`config.mk`:
```
export PLATFORM = sky130hd
export DESIGN_NAME = multicycle_core
export DESIGN_NICKNAME = d
export VERILOG_FILES = /design/src/rtl/multicycle_core.sv
export SDC_FILE = /design/constraint.sdc
export NUM_CORES = 1
export LEC_CHECK = 0
export ABC_CLOCK_PERIOD_IN_PS = 6650
export CAP_MARGIN = 20
export CORE_MARGIN = 4
export CORE_UTILIZATION = 40
export DETAILED_ROUTE_END_ITERATION = 8
export MAX_ROUTING_LAYER = met4
export PLACE_DENSITY = 0.69
export SYNTH_ARGS = -nofsm -noshare
export SYNTH_HDL_FRONTEND = slang
export SYNTH_SLANG_ARGS = --single-unit
```
`constraint.sdc`:
```
create_clock -name clk -period 6.65 [get_ports clk]
set_input_delay 0.665 -clock clk [delete_from_list [all_inputs] [get_ports clk]]
set_output_delay 0.665 -clock clk [all_outputs]
set_load 0.02 [all_outputs]
```
`src/rtl/multicycle_core.sv`:
```
// multicycle_core: multicycle MIPS-subset core with req/ack instruction and data memory ports
module multicycle_core #(
  parameter int DATA_W = 8,
  parameter int NREGS  = 8,
  localparam int RA_W  = $clog2(NREGS)
) (
  input  logic              clk,
  input  logic              rst,
  output logic              imem_req,
  output logic [DATA_W-1:0] imem_addr,
  input  logic              imem_ack,
  input  logic [31:0]       imem_rdata,
  output logic              dmem_req,
  output logic              dmem_we,
  output logic [DATA_W-1:0] dmem_addr,
  output logic [DATA_W-1:0] dmem_wdata,
  input  logic              dmem_ack,
  input  logic [DATA_W-1:0] dmem_rdata,
  input  logic [RA_W-1:0]   dbg_ra,
  output logic [DATA_W-1:0] dbg_rd,
  output logic [DATA_W-1:0] pc_out,
  output logic [3:0]        state_out,
  output logic              instr_done,
  output logic              illegal
);
  localparam logic [5:0] OP_R = 6'b000000, OP_LW = 6'b100011, OP_SW = 6'b101011;
  localparam logic [5:0] OP_BEQ = 6'b000100, OP_ADDI = 6'b001000, OP_J = 6'b000010;
  localparam logic [5:0] F_ADD = 6'b100000, F_SUB = 6'b100010, F_AND = 6'b100100;
  localparam logic [5:0] F_OR = 6'b100101, F_SLT = 6'b101010;

  typedef enum logic [3:0] {
    S_FETCH, S_DECODE, S_EXEC, S_RWB, S_ADDR, S_IWB, S_MRD, S_LWB, S_MWR, S_BRANCH, S_JUMP
  } state_t;

  state_t state, state_nx;
  logic [DATA_W-1:0] pc, a, b, alu_out, mdr, alu_r, imm, tgt, wd;
  logic [DATA_W-1:0] regs [NREGS];
  logic [31:0] ir, imm32, tgt32;
  logic [5:0] op, funct;
  logic [RA_W-1:0] rs, rt, rd, wa;
  logic r_ok, mem_op, we, unused_ok;

  assign op        = ir[31:26];
  assign funct     = ir[5:0];
  assign rs        = ir[21 +: RA_W];
  assign rt        = ir[16 +: RA_W];
  assign rd        = ir[11 +: RA_W];
  assign imm32     = {{16{ir[15]}}, ir[15:0]};
  assign tgt32     = {6'd0, ir[25:0]};
  assign imm       = imm32[DATA_W-1:0];
  assign tgt       = tgt32[DATA_W-1:0];
  assign unused_ok = ^{ir, imm32, tgt32};
  assign r_ok      = op == OP_R && funct inside {F_ADD, F_SUB, F_AND, F_OR, F_SLT};
  assign mem_op    = op inside {OP_LW, OP_SW, OP_ADDI};

  assign alu_r = funct == F_SUB ? a - b :
                 funct == F_AND ? a & b :
                 funct == F_OR  ? a | b :
                 funct == F_SLT ? {{(DATA_W-1){1'b0}}, $signed(a) < $signed(b)} : a + b;

  assign we = state inside {S_RWB, S_IWB, S_LWB};
  assign wa = state == S_RWB ? rd : rt;
  assign wd = state == S_LWB ? mdr : alu_out;

  always_ff @(posedge clk)
    if (rst) state <= S_FETCH;
    else     state <= state_nx;

  always_comb begin
    state_nx = state;
    case (state)
      S_FETCH:  state_nx = imem_ack ? S_DECODE : S_FETCH;
      S_DECODE: state_nx = r_ok ? S_EXEC : mem_op ? S_ADDR : op == OP_BEQ ? S_BRANCH :
                           op == OP_J ? S_JUMP : S_FETCH;
      S_EXEC:   state_nx = S_RWB;
      S_ADDR:   state_nx = op == OP_ADDI ? S_IWB : op == OP_LW ? S_MRD : S_MWR;
      S_MRD:    state_nx = dmem_ack ? S_LWB : S_MRD;
      S_MWR:    state_nx = dmem_ack ? S_FETCH : S_MWR;
      default:  state_nx = S_FETCH;
    endcase
  end

  // Gating with rst keeps every request quiet while reset is held
  always_comb begin
    imem_req   = state == S_FETCH && !rst;
    dmem_req   = state inside {S_MRD, S_MWR} && !rst;
    dmem_we    = state == S_MWR && !rst;
    instr_done = !rst && (state inside {S_RWB, S_IWB, S_LWB, S_BRANCH, S_JUMP} ||
                          (state == S_MWR && dmem_ack));
  end

  always_ff @(posedge clk) begin
    if (rst) begin
      pc      <= '0;
      ir      <= '0;
      a       <= '0;
      b       <= '0;
      alu_out <= '0;
      mdr     <= '0;
      illegal <= 1'b0;
      for (int i = 0; i < NREGS; i++) regs[i] <= '0;
    end else begin
      if (we && wa != '0) regs[wa] <= wd;
      case (state)
        S_FETCH: if (imem_ack) begin
          ir <= imem_rdata;
          pc <= pc + DATA_W'(1);
        end
        S_DECODE: begin
          a <= regs[rs];
          b <= regs[rt];
          if (!(r_ok || mem_op || op == OP_BEQ || op == OP_J)) illegal <= 1'b1;
        end
        S_EXEC:   alu_out <= alu_r;
        S_ADDR:   alu_out <= a + imm;
        S_MRD:    if (dmem_ack) mdr <= dmem_rdata;
        S_BRANCH: if (a == b) pc <= pc + imm;
        S_JUMP:   pc <= tgt;
        default: ;
      endcase
    end
  end

  assign imem_addr  = pc;
  assign pc_out     = pc;
  assign dmem_addr  = alu_out;
  assign dmem_wdata = b;
  assign dbg_rd     = regs[dbg_ra];
  assign state_out  = state;
endmodule
```
==> metrics.yaml <==
avgSynthCellArea_um2: 9.999
postRouteAntennaNets: 0
dpl_worst_slack_ns: 2.623
cts_sinks: 132
final.setup_skew_ns: 0.009408
cts_setup_buffers: 0
synthArstFlopShare_pct: 0
layout-drive-gt1-share_pct: 12.69
slew_viol_final: 0
cts_hold_buf: 0
yosys.area.top_type_share_pct: 22.30
antennaDiodeCount: 0
antenna_found_initial: 0
crit_required_ns: 5.98
yosysTopAreaCell: "edfxtp_1"
ioPinCount: 96
fmax_ghz: 0.2794
die_w_um: 154.8
worst_slack_ns: 3.070
startpoint_type: "input pin"
syn_area_mm2: 0.008620
route.vias.total: 6860
clk_pin_slew_worst_paths_ns: 0.06
cp_data_arrival_time_ns: 2.91
synth_flop_cell: "dfxtp_1"
hpwl_mm: 17.47
grt_pass1_vias: 6736
gp_congestion: 0.8979
yosys_warnings: 0
rows: 53
cpMostUsedCell: "clkdlybuf4s50_1"
rsz0062_at_grt: "no"
ys_types: 74
worst-setup-path-type: "in -> out"
grt_usage_pct: 20.22
tns_ns: 0
htree_levels: 4
first_iter_violations: 513
setup_viol: 0
maxCapViolations: 0
area_growth_pct: 18.29
power.density_mw_per_mm2: 228.9
die_h_um: 154.8
run_status: "finished, final reports clean"
p_leak_nw: 3.586
wire_per_inst_um: 19.27
first_pass_iters: 5
cts_buffers: 17
grt_max_degree: 56
max-vdd-ir-drop_v: 0.0001877
cts_tree: "built"
cp_slowest_cell: "clkdlybuf4s50_1"
cts-root-buf: "clkbuf_16"
cts_buffer_depth: 2
yosys-top-cells-area: "edfxtp_1 (22%), dfxtp_1 (16%), mux4_2 (13%)"
final.fill_count: 1949
ys_seq_elements: 132
multi_input_area_mm2: 0.004927
final.min_clock_period_ns: 3.580
postRouteWirelength_mm: 23.22
syn_inst: 862
end_kind: "primary output"
slew-limit-headroom_pct: 39.14
hold_viol: 0
via_per_inst: 5.693
synth.most_common_cell: "nor2_1"
cp_top_family: "buffers and inverters"
cts-resized-gates: 0
tightestPinTransition_ns: 0.8875
start_util_pct: 40.87
core-area_mm2: 0.02109
nets: 1007
hold_class: "reg -> reg"
grt_overflow: 0
ys_top_cells_by_count: "nor2_1 (107), nand2_1 (79), dfxtp_1 (68)"
worstPathCellList: "clkdlybuf4s50_1 > buf_16 > mux4_2 > mux2_2 > clkdlybuf4s50_1"
drc: 0
dieArea_mm2: 0.02396
path_max_fanout: 13
seqCellArea_mm2: 0.003283
clk_latency_ns: 0.42
grt_pass1_wl_mm: 37.06
io_buffers: 86
crit_buf_inv: 3
fin_crit_sh_pct: 53.83
synth_seq_area_share_pct: 38.09
synth_edf_count: 64
max_stage_delay_ns: 0.66
==> per-layer routing <==
metal	share of wire [%]	up-vias	wire length (µm)	global-route usage, %
li1	-	3296	-	-
met2	48	221	11160	32.01
met4	2.6	0	596	6.854
met3	6.0	42	1404	3.609
met5	0	-	0	-
met1	43	3301	10060	26.38
==> cell usage in the layout (no fill, tap or decap), drive strengths merged, types with 7 or more instances in the layout <==
| cell | n |
|---|---|
| ha | 39 |
| nand2b | 18 |
| nor4b | 7 |
| nor2b | 11 |
| mux2 | 9 |
| nand2 | 80 |
| or3 | 9 |
| clkbuf | 18 |
| nor3 | 16 |
| buf | 9 |
| conb | 8 |
| inv | 38 |
| a21oi | 66 |
| clkdlybuf4s50 | 85 |
| o21a | 7 |
| a211oi | 25 |
| o21ai | 25 |
| nand3 | 17 |
| o21bai | 7 |
| edfxtp | 64 |
| nor2 | 107 |
| mux4 | 48 |
| mux2i | 34 |
| dfxtp | 68 |
==> cell type report <==
type	count	area share [%]
tap	275	3.375
sequential	132	32.20
timing repair buffer	94	9.375
multi-input combinational	638	48.33
clock buffer	18	4.209
clock inverter	14	1.264
inverter	34	1.252
==> through the flow <==
stage,std cells,hold WS (ns),instance area [µm²],power (mW),util [%]
floorplan,869,0.4357,8646,1.302,-
global route,1205,0.4819,10200,2.439,48.35
detailed placement,1171,0.4374,9583,1.460,45.44
finish,1205,0.4480,10200,2.334,48.35
global placement,1171,0.4352,9583,1.453,45.44
CTS,1203,0.4461,10140,2.343,48.09
==> path summary, 6_finish.rpt <==
check / slack, ns / cells past startpoint / startpoint / end
worst max-delay path: 3.07 / 5 / dbg_ra[0] / dbg_rd[7]
worst min-delay path: 0.45 / 2 / illegal / illegal
worst max register to register: 3.64 / 10 / state_out[1] / imem_addr[4]
worst min register to register: 0.45 / 2 / illegal / illegal
==> logic make-up after synthesis <==
logic type,count (synthesis),share of synthesized area (%)
fa+ha+maj,43,6.590
compound gates,187,14.47
simple gates,301,17.20
xor+xnor,8,0.8129
other cells,1,0.04351
mux,91,17.67
flops,132,38.09
buf+inv,99,5.124
==> worst register-to-register path: stages, from the launching register on <==
cell and delay, ns:
dfxtp_1 0.79, and4bb_2 0.38, nand2_1 0.09, ha_1 0.16, inv_1 0.06, fa_1 0.40, nor2b_1 0.15, o21ai_0 0.11
nand3_1 0.09, or3b_2 0.45, a311oi_1 0.24
==> power breakdown <==
group	total (mW)	switching, mW	internal, mW
sequential	0.966	0.0700	0.896
combinational	0.486	0.253	0.232
clock	0.883	0.366	0.517
total	2.33	0.689	1.65
==> registers in the layout (all words and copies together), names as in the netlist <==
name and cells:
regs 64, ir 23, a 8, dmem_addr 8, dmem_wdata 8, imem_addr 8
mdr 8, state_out 4, illegal 1
Power figures use the tool's default switching activity.
